--- config.mk ---
export PLATFORM = sky130hd
export DESIGN_NAME = score_render_flat
export DESIGN_NICKNAME = d
export VERILOG_FILES = /design/src/rtl/score_pkg.sv /design/src/rtl/score_if.sv /design/src/rtl/score_glyph_hit.sv /design/src/rtl/score_render.sv /design/src/flat_wrapper.sv
export SDC_FILE = /design/constraint.sdc
export NUM_CORES = 1
export LEC_CHECK = 0
export BUFFER_PORTS_ARGS = -buffer_cell sky130_fd_sc_hd__buf_2
export CORE_MARGIN = 2
export CORE_UTILIZATION = 45
export CTS_BUF_LIST = sky130_fd_sc_hd__clkbuf_8
export DETAILED_ROUTE_END_ITERATION = 8
export MAX_ROUTING_LAYER = met4
export PLACE_DENSITY = 0.75
export SETUP_SLACK_MARGIN = 0.1
export SYNTH_ARGS = -nofsm -noshare
export SYNTH_HDL_FRONTEND = slang
export SYNTH_SLANG_ARGS = --single-unit
--- constraint.sdc ---
create_clock -name clk_i -period 2.7 [get_ports clk_i]
set_clock_uncertainty 0.15 [all_clocks]
set_input_delay 0.54 -clock clk_i [delete_from_list [all_inputs] [get_ports clk_i]]
set_output_delay 0.54 -clock clk_i [all_outputs]
set_load 0.02 [all_outputs]
--- src/rtl/score_pkg.sv ---
// Shared types and constants for the score display path: sprite record,
// glyph geometry and the per-side blink states.
package score_pkg;

    localparam int X_W        = 10;
    localparam int Y_W        = 10;
    localparam int GLYPH_W    = 8;
    localparam int GLYPH_H    = 8;
    localparam int GLYPH_BITS = GLYPH_W * GLYPH_H;
    localparam int COL_W      = $clog2(GLYPH_W);
    localparam int ROW_W      = $clog2(GLYPH_H);
    localparam int IDX_W      = $clog2(GLYPH_BITS);

    // score_val is row-major: bit row*GLYPH_W+col, row 0 at the top
    typedef struct packed {
        logic [X_W-1:0]        x_pos;
        logic [Y_W-1:0]        y_pos;
        logic [GLYPH_BITS-1:0] score_val;
    } score_t;

    typedef enum logic {
        IDLE  = 1'b0,
        BLINK = 1'b1
    } blink_state_e;

    function automatic logic [IDX_W-1:0] glyph_index(input logic [ROW_W-1:0] row,
                                                      input logic [COL_W-1:0] col);
        return IDX_W'(row) * IDX_W'(GLYPH_W) + IDX_W'(col);
    endfunction

endpackage

--- src/rtl/score_if.sv ---
// Score sprite bundle between the score controller and the display side.
interface score_if;
    import score_pkg::*;

    score_t player;
    score_t enemy;

    modport display_mp (input player, input enemy);
endinterface

--- src/rtl/score_glyph_hit.sv ---
// One glyph sprite: stage-1 box test and cell address, stage-2 bitmap lookup.
module score_glyph_hit
    import score_pkg::*;
#(
    parameter int SCALE_LOG2 = 2
) (
    input  logic           clk_i,
    input  logic           rst_ni,
    input  score_t         glyph_i,
    input  logic [X_W-1:0] pix_x_i,
    input  logic [Y_W-1:0] pix_y_i,
    input  logic           visible_i,
    output logic           bit_o
);
    localparam int BOX_W = GLYPH_W << SCALE_LOG2;
    localparam int BOX_H = GLYPH_H << SCALE_LOG2;

    logic [X_W:0]       dx;
    logic [Y_W:0]       dy;
    logic               hit_d, hit_q;
    logic [COL_W-1:0]   col_d, col_q;
    logic [ROW_W-1:0]   row_d, row_q;
    logic               bit_d, bit_q;

    // Offsets are one bit wider so a box hanging past the screen edge never wraps
    always_comb begin
        dx    = {1'b0, pix_x_i} - {1'b0, glyph_i.x_pos};
        dy    = {1'b0, pix_y_i} - {1'b0, glyph_i.y_pos};
        hit_d = (pix_x_i >= glyph_i.x_pos) && (dx < (X_W+1)'(BOX_W)) &&
                (pix_y_i >= glyph_i.y_pos) && (dy < (Y_W+1)'(BOX_H));
        col_d = dx[SCALE_LOG2 +: COL_W];
        row_d = dy[SCALE_LOG2 +: ROW_W];
        bit_d = glyph_i.score_val[glyph_index(row_q, col_q)] & hit_q & visible_i;
    end

    always_ff @(posedge clk_i or negedge rst_ni) begin
        if (!rst_ni) begin
            hit_q <= 1'b0;
            col_q <= '0;
            row_q <= '0;
            bit_q <= 1'b0;
        end else begin
            hit_q <= hit_d;
            col_q <= col_d;
            row_q <= row_d;
            bit_q <= bit_d;
        end
    end

    assign bit_o = bit_q;

endmodule

--- src/rtl/score_render.sv ---
// Rasterises the player/enemy score glyphs into a per-pixel "on" flag,
// with once-per-frame score snapshots and a blink after each score change.
module score_render
    import score_pkg::*;
#(
    parameter int SCALE_LOG2   = 2,
    parameter int BLINK_FRAMES = 60,
    parameter int BLINK_HALF   = 8
) (
    input  logic           clk_i,
    input  logic           rst_ni,
    input  logic           frame_start_i,
    input  logic           pix_valid_i,
    input  logic [X_W-1:0] pix_x_i,
    input  logic [Y_W-1:0] pix_y_i,
    score_if.display_mp    score_i,
    output logic           pix_valid_o,
    output logic           pix_on_o
);
    localparam int                CNT_W    = $clog2(BLINK_FRAMES);
    localparam logic [CNT_W-1:0]  CNT_LOAD = CNT_W'(BLINK_FRAMES - 1);

    score_t             shadow_q [2];
    blink_state_e       state_q  [2];
    blink_state_e       state_d  [2];
    logic [CNT_W-1:0]   cnt_q    [2];
    logic [CNT_W-1:0]   cnt_d    [2];
    logic [CNT_W-1:0]   elapsed  [2];
    logic [1:0]         changed;
    logic [1:0]         visible;
    logic [1:0]         side_bit;
    logic               valid1_q, valid2_q;

    always_comb begin
        changed[0] = frame_start_i && (score_i.player.score_val != shadow_q[0].score_val);
        changed[1] = frame_start_i && (score_i.enemy.score_val  != shadow_q[1].score_val);
    end

    // Blink counter counts frames remaining; visibility alternates every BLINK_HALF frames
    always_comb begin
        for (int s = 0; s < 2; s++) begin
            state_d[s] = state_q[s];
            cnt_d[s]   = cnt_q[s];
            elapsed[s] = CNT_LOAD - cnt_q[s];
            visible[s] = 1'b1;
            case (state_q[s])
                IDLE: begin
                    if (changed[s]) begin
                        state_d[s] = BLINK;
                        cnt_d[s]   = CNT_LOAD;
                    end
                end
                BLINK: begin
                    visible[s] = ((int'(elapsed[s]) / BLINK_HALF) % 2) == 0;
                    if (changed[s]) begin
                        cnt_d[s] = CNT_LOAD;
                    end else if (frame_start_i) begin
                        if (cnt_q[s] != '0) cnt_d[s] = cnt_q[s] - 1'b1;
                        else                state_d[s] = IDLE;
                    end
                end
                default: state_d[s] = IDLE;
            endcase
        end
    end

    always_ff @(posedge clk_i or negedge rst_ni) begin
        if (!rst_ni) begin
            for (int s = 0; s < 2; s++) begin
                shadow_q[s] <= '0;
                state_q[s]  <= IDLE;
                cnt_q[s]    <= '0;
            end
            valid1_q <= 1'b0;
            valid2_q <= 1'b0;
        end else begin
            if (frame_start_i) begin
                shadow_q[0] <= score_i.player;
                shadow_q[1] <= score_i.enemy;
            end
            for (int s = 0; s < 2; s++) begin
                state_q[s] <= state_d[s];
                cnt_q[s]   <= cnt_d[s];
            end
            valid1_q <= pix_valid_i;
            valid2_q <= valid1_q;
        end
    end

    score_glyph_hit #(.SCALE_LOG2(SCALE_LOG2)) u_player (
        .clk_i     (clk_i),
        .rst_ni    (rst_ni),
        .glyph_i   (shadow_q[0]),
        .pix_x_i   (pix_x_i),
        .pix_y_i   (pix_y_i),
        .visible_i (visible[0]),
        .bit_o     (side_bit[0])
    );

    score_glyph_hit #(.SCALE_LOG2(SCALE_LOG2)) u_enemy (
        .clk_i     (clk_i),
        .rst_ni    (rst_ni),
        .glyph_i   (shadow_q[1]),
        .pix_x_i   (pix_x_i),
        .pix_y_i   (pix_y_i),
        .visible_i (visible[1]),
        .bit_o     (side_bit[1])
    );

    assign pix_valid_o = valid2_q;
    assign pix_on_o    = (|side_bit) & valid2_q;

endmodule

--- src/flat_wrapper.sv ---
// flat-port wrapper written by rule: the top's interface ports become plain ports
module score_render_flat import score_pkg::*;
#(
    parameter int SCALE_LOG2   = 2,
    parameter int BLINK_FRAMES = 60,
    parameter int BLINK_HALF   = 8
)
  (clk_i, rst_ni, frame_start_i, pix_valid_i, pix_x_i, pix_y_i, pix_valid_o, pix_on_o, score_i_player, score_i_enemy);
  score_if score_i_i ();
  input  logic clk_i;
  input  logic rst_ni;
  input  logic frame_start_i;
  input  logic pix_valid_i;
  input  logic [X_W-1:0] pix_x_i;
  input  logic [Y_W-1:0] pix_y_i;
  output logic pix_valid_o;
  output logic pix_on_o;
  input wire logic [$bits(score_i_i.player)-1:0] score_i_player;
  input wire logic [$bits(score_i_i.enemy)-1:0] score_i_enemy;
  assign score_i_i.player = score_i_player;
  assign score_i_i.enemy = score_i_enemy;
  score_render #(.SCALE_LOG2(SCALE_LOG2), .BLINK_FRAMES(BLINK_FRAMES), .BLINK_HALF(BLINK_HALF)) u_core (.clk_i(clk_i), .rst_ni(rst_ni), .frame_start_i(frame_start_i), .pix_valid_i(pix_valid_i), .pix_x_i(pix_x_i), .pix_y_i(pix_y_i), .score_i(score_i_i), .pix_valid_o(pix_valid_o), .pix_on_o(pix_on_o));
endmodule
==> results of run 1 <==
[per-stage QoR]
step,power [mW],utilization,cells
finish,7.648,0.5388,1522
global route,8.027,0.5387,1521
CTS,7.708,0.5379,1515
detailed placement,5.654,0.5197,1482
global placement,5.593,0.5197,1482
floorplan,4.922,-,956
[kinds of logic after synthesis]
kind of cell / count (synthesis) / share of synthesized area
DFF: 200 / 0.4407
and+or+nand+nor: 190 / 0.08516
muxes: 176 / 0.2189
xor gates and xnor gates: 138 / 0.1064
AOI/OAI and AO/OA: 120 / 0.06698
buffers and inverters: 88 / 0.03338
adders and majority gates: 44 / 0.04847
[metal layers]
metal,wire (um),global-route usage,vias up
met5,0,-,-
met4,669,0.06999,0
met3,1639,0.04023,46
met2,12630,0.3438,248
met1,12440,0.2842,4037
li1,-,-,3912
[cell usage after synthesis (4+ instances only)]
library cell  instances  share of area
a2111oi_0             4         0.0031
nor4_1                9         0.0050
mux4_2                8          0.016
o21a_1               12         0.0079
nor2b_1              10         0.0055
nand3b_1              5         0.0033
a31oi_1               4         0.0022
mux4_1               28          0.065
mux2i_1               5         0.0044
o21ai_0              49          0.022
inv_1                52          0.017
dfrtp_1             200           0.44
ha_1                 44          0.048
nor3_1               25          0.011
buf_1                 4         0.0013
xnor2_1             132           0.10
nand3_1              12         0.0053
clkbuf_1             27         0.0089
xor2_1                6         0.0046
a211oi_1              4         0.0026
a21oi_1              19         0.0084
nand2_1              54          0.018
mux2_2              135           0.13
nor2_1               23         0.0076
nand4_1              37          0.020
[registers in the layout, summed over array words and instances (netlist names)]
signal	cells
u_core.cnt_q	12
u_core.pix_valid_o	1
u_core.shadow_q	168
u_core.state_q	2
u_core.u_enemy.bit_o	1
u_core.u_enemy.col_q	3
u_core.u_enemy.hit_q	1
u_core.u_enemy.row_q	3
u_core.u_player.bit_o	1
u_core.u_player.col_q	3
u_core.u_player.hit_q	1
u_core.u_player.row_q	3
u_core.valid1_q	1
[what timing repair did]
item	4_1_cts	5_1_grt
gates resized for setup	0	3
setup endpoints to repair	0	3
endpoints found under the hold margin	48	0
hold buffers	1	0
[power by group through the flow]
stage,combinational [mW],clock [mW],sequential (mW)
final,2.03,2.04,3.57
after global placement,1.99,0,3.60
after CTS,2.04,2.10,3.56
after global routing,2.21,2.21,3.61
after floorplan,1.41,0,3.51
after detailed placement,2.03,0,3.62
[worst max-delay path: stages, from the launching register on]
cell and delay, ps:
dfrtp_1 390, inv_1 110, ha_4 200, nor2b_4 120
o31a_1 340, o41a_1 350, a21o_1 200, and4_1 180
o32a_1 280, and4_1 140
[cells in the final DEF (no fill, tap or decap), types with 7 or more instances in the layout]
master / instances
nand2_1: 54
clkinv_8: 8
xnor2_1: 132
o21ai_0: 49
mux4_1: 28
inv_1: 51
nor2_1: 23
buf_4: 33
diode_2: 7
ha_1: 42
dfrtp_1: 200
mux4_2: 8
buf_2: 191
nand3_1: 12
nor2b_1: 8
o21a_1: 12
a21oi_1: 19
clkbuf_8: 19
nor3_1: 25
nor4_1: 9
mux2_2: 135
nand4_1: 37
[final cells by class]
| cell class | count | share of cell area |
|---|---|---|
| Multi-Input combinational cell | 668 | 0.4475 |
| Clock buffer | 18 | 0.01842 |
| Inverter | 52 | 0.01451 |
| Timing Repair Buffer | 233 | 0.1010 |
| Sequential cell | 200 | 0.3721 |
| Antenna cell | 7 | 0.001302 |
| Tap cell | 330 | 0.03069 |
| Clock inverter | 14 | 0.01451 |
[path summary, 6_finish.rpt]
| path | depth (start not counted) | startpoint | to | slack, ps |
|---|---|---|---|---|
| min reg2reg | 0 | u_core.valid1_q | u_core.pix_valid_o | 240 |
| max in group asynchronous | 3 | rst_ni | u_core.shadow_q[17] | 1310 |
| max reg2reg | 9 | u_core.shadow_q[159] | u_core.u_player.hit_q | 140 |
| min | 1 | pix_valid_i | u_core.valid1_q | 50 |
| max | 9 | u_core.shadow_q[159] | u_core.u_player.hit_q | 140 |
| min in group asynchronous | 2 | rst_ni | u_core.shadow_q[114] | 410 |
==> flow_summary.yaml, run 1 <==
run_status:
  status: "finished, final reports clean"
worst_setup_path:
  critPathLaunchType: "flip-flop"
  setup.worst_path.end_class: "flip-flop"
  arrival_ps: 2790
  cp.required_ps: 2930
  crit_fanout: 4
  crit_type: "reg -> reg"
timing:
  hold_viol: 0
  setup-violations-final: 0
  fin_crit_sh: 0.9493
  maxSlewHeadroom: 0.6460
  fin_tns_setup_ps: 0
  tightest_slew_ps: 517.6
  fin_ws_ps: 136.9
  fin_crit_ps: 2563
  rsz0062_at_grt: "true"
  whs_ps: 47.07
  fmax_mhz: 390.1
  timing.final.max_slew_violations: 0
floorplanning:
  initial_core_util: 0.4549
  die_h_um: 162.9
  row_count: 58
  fp.dieArea_sq_mm: 0.02653
  core_area_sq_mm: 0.02496
  io_pins: 194
  die_x_um: 162.9
route:
  first_iter_violations: 604
  post_drt_wl_per_cell_um: 17.99
  viasPerCell: 5.416
  ant_nets: 0
  routed_wl_um: 27380
  dr.pass1.iters: 5
  drc: 0
  vias: 8243
yosys:
  yosys_warnings: 0
  synth-main-ff-cell: "dfrtp_1"
  synth-edff-count: 0
  syn_nets: 1192
  synth_cell_types: 58
  synth_seq_area_share: 0.4407
  ys_seq_elements: 200
  netlist_instances: 956
  synth.avg_cell_area_sq_um: 11.88
  syn-cell-area_sq_mm: 0.01136
  async_reset_ff_frac: 1.000
final_layout:
  nets: 1408
  regArea_sq_mm: 0.005005
  fillers: 2182
  area_delta_synth_final_pct: 18.44
  fin_area_sq_mm: 0.01345
  multi_input_area_sq_mm: 0.006020
  layout-drive-gt1-share: 0.3511
cts:
  clk_latency_ps: 500
  cts_buffers: 17
  cts.sinks: 200
  clock_path_buffers: 2
  path_clk_slew_ps: 120
  cts-root-buf: "clkbuf_8"
  cts_setup_buffers: 0
  cts_tree: "yes"
  htree_levels: 4
pwr:
  netSwitchingPower_mw: 2.494
  comb_power_share: 0.266
  irDropWorstVdd_v: 0.0003161
  seqPwrFrac: 0.467
  power.leakage_nw: 5.858
  power_density_mw_per_mm2: 568.5
  swShare: 0.3261
  internal-power_mw: 5.154
  pwr-share-clk: 0.267
grt:
  grt_overflow: 0
  antenna_found_initial: 6
  grt_pass1_wl_um: 43000
  grt_max_degree: 65
  grt_usage: 0.2172
  grt_pass1_vias: 8302
place:
  post-place-ws_ps: -99.72
  io_buffers: 193
  placed_area_sq_mm: 0.01297
  gp_congestion: 0.8973
  hpwl_um: 21360
hold_path:
  hold_path.class: "in -> reg"
job:
  drv_cap: 0
(Power assumes the default switching activity.)
==> run 2: changes to the inputs <==
ABC_AREA = 1   (was not set)
PLACE_DENSITY = 0.74   (was 0.75)
==> flow_summary.yaml, run 2 <==
run_status:
  status: "finished, final reports clean"
timing:
  timing.final.max_slew_violations: 0
  maxSlewHeadroom: 0.5882
  fin_tns_setup_ps: 0
  fin_crit_sh: 0.7577
  whs_ps: 99.19
  fmax_mhz: 488.8
  fin_crit_ps: 2046
  tightest_slew_ps: 617.8
  rsz0062_at_grt: "false"
  fin_ws_ps: 654.1
  setup-violations-final: 0
  hold_viol: 0
final_layout:
  mostFrequentLayoutCell: "nand2_1"
  nets: 2660
  layout_common_cells: "nand2_1, inv_1, o21ai_0"
  area_delta_synth_final_pct: 13.54
  layout-drive-gt1-share: 0.1153
  top_register: "u_core.shadow_q"
  fillers: 3140
  reg_top3: "u_core.shadow_q: 168 flops, u_core.cnt_q: 12 flops"
  largest_reg_flops: 168
route:
  dr.pass1.iters: 5
  post_drt_wl_per_cell_um: 13.27
  vias: 13930
  viasPerCell: 4.885
  routed_wl_um: 37860
  drc: 0
  first_iter_violations: 928
  ant_nets: 0
place:
  io_buffers: 193
  gp_congestion: 0.9181
  hpwl_um: 28820
  post-place-ws_ps: 359.9
worst_setup_path:
  arrival_ps: 2290
  crit_fanout: 4
  critPathLaunchType: "flip-flop"
  setup.worst_path.end_class: "flip-flop"
  rr_worst_depth: 11
  cp.required_ps: 2940
  ff2ff_setup_slack_ps: 650
  timing.rr.start: "u_core.shadow_q[160]"
  crit_type: "reg -> reg"
  r2r_end: "u_core.u_player.hit_q"
hold_path:
  whs_endpoint: "u_core.shadow_q[74]"
  hold_depth: 3
  hold_path.class: "in -> reg"
  hp-start: "score_i_enemy[74]"
grt:
  grt_pass1_vias: 13170
  antenna_found_initial: 12
  grt_pass1_wl_um: 62870
  grt_overflow: 0
  grt_usage: 0.2412
  grt_max_degree: 72
cts:
  cts_buffers: 17
  cts.sinks: 200
  clock_path_buffers: 2
  cts-root-buf: "clkbuf_8"
  cts_resized: 0
  htree_levels: 4
  cts_setup_buffers: 0
  cts_tree: "yes"
  clk_latency_ps: 500
  path_clk_slew_ps: 100
yosys:
  synth-main-ff-cell: "dfrtp_1"
  synth_top_area_cell: "dfrtp_1"
  synth_top_family_by_area: "simple AND/OR/NAND/NOR gates"
  synth_top_cell_area_share: 0.3509
  synth_common_cells: "nand2_1, inv_1, o21ai_0"
  yosys.area_share.simple: 0.3096
  async_reset_ff_frac: 1.000
  yosys-top-cells-area: "dfrtp_1, nand2_1, inv_1"
  netlist_instances: 2247
  synth_seq_area_share: 0.3509
  ys_seq_elements: 200
  synth.most_common_cell: "nand2_1"
  synth_cell_types: 34
  yosys_warnings: 0
  synth-edff-count: 0
  syn_nets: 2483
  synth.avg_cell_area_sq_um: 6.347
  synthXorXnorAreaFrac: 0.05158
  synth_compound_area_frac: 0.1266
  yosys.area_share.adder: 0.03860
  syn-cell-area_sq_mm: 0.01426
  synthMuxAreaShare: 0
floorplanning:
  initial_core_util: 0.4543
  core_area_sq_mm: 0.03139
  fp.dieArea_sq_mm: 0.03313
  die_h_um: 182.0
  row_count: 65
  io_pins: 194
  die_x_um: 182.0
pwr:
  irDropWorstVdd_v: 0.0003329
  power.leakage_nw: 9.158
  power_density_mw_per_mm2: 537.8
job:
  drv_cap: 0
==> run 2: cell type report <==
type | count | area, sq um | area share
timing repair buffer | 217 | 1219 | 0.07526
inverter | 396 | 1486 | 0.09179
clock inverter | 13 | 178.9 | 0.01105
tap | 402 | 503.0 | 0.03106
clock buffer | 19 | 261.5 | 0.01615
antenna | 13 | 32.53 | 0.002009
sequential | 200 | 5005 | 0.3091
multi-input combinational | 1592 | 7507 | 0.4636
==> run 2: per-stage QoR <==
stage | util | total power [mW] | cells | area [sq um]
6_report | 0.5158 | 8.708 | 2852 | 16190
3_3_place_gp | 0.5001 | 6.458 | 2805 | 15700
2_1_floorplan | - | 5.559 | 2247 | 14260
3_5_place_dp | 0.5001 | 6.532 | 2805 | 15700
5_1_grt | 0.5157 | 9.359 | 2850 | 16190
4_1_cts | 0.5148 | 8.767 | 2839 | 16160
==> run 2: where the power goes <==
part	leakage [nW]	switching, mW	internal (mW)
sequential	2.42	0.241	3.29
clock	0.226	1.22	0.996
combinational	6.52	1.89	1.06
total	9.16	3.35	5.36
==> run 2: what timing repair did <==
action                                  CTS  global route
hold buffers                              2             0
endpoints found under the setup margin    0             0
endpoints found under the hold margin    37             0
==> run 2: worst max path at each step <==
stage	from	to	slack (ps)
final	u_core.shadow_q[160]	u_core.u_player.hit_q	650
after CTS	u_core.shadow_q[79]	u_core.u_enemy.hit_q	640
after global routing	u_core.shadow_q[160]	u_core.u_player.hit_q	410
after floorplan	pix_x_i[2]	u_core.u_player.hit_q	670
after global placement	pix_x_i[2]	u_core.u_player.hit_q	420
after detailed placement	pix_x_i[5]	u_core.u_enemy.hit_q	360
==> run 2: cell families after synthesis <==
family / Yosys count
xor+xnor: 84
buf+inv: 455
simple gates: 1116
compound gates: 348
fa+ha+maj: 44
flops: 200
==> run 2: worst max-delay path: stages (launching register included) <==
cell and delay (ps):
dfrtp_1 370, inv_1 80, ha_1 280, nand2_1 120, nand2_1 50, nor2_1 260
o21ai_0 150, or2_2 280, nand2_1 60, nor3_1 40, nand4_1 70, nor2_1 40
==> run 2: per-layer routing <==
layer  routed length [um]  track usage  vias to the layer above
met1                17190       0.3042                     6309
met3                 2227      0.04573                       49
met2                17780       0.3974                      358
met4                  661      0.06613                        0
met5                    0            -                        -
li1                     -            -                     7216
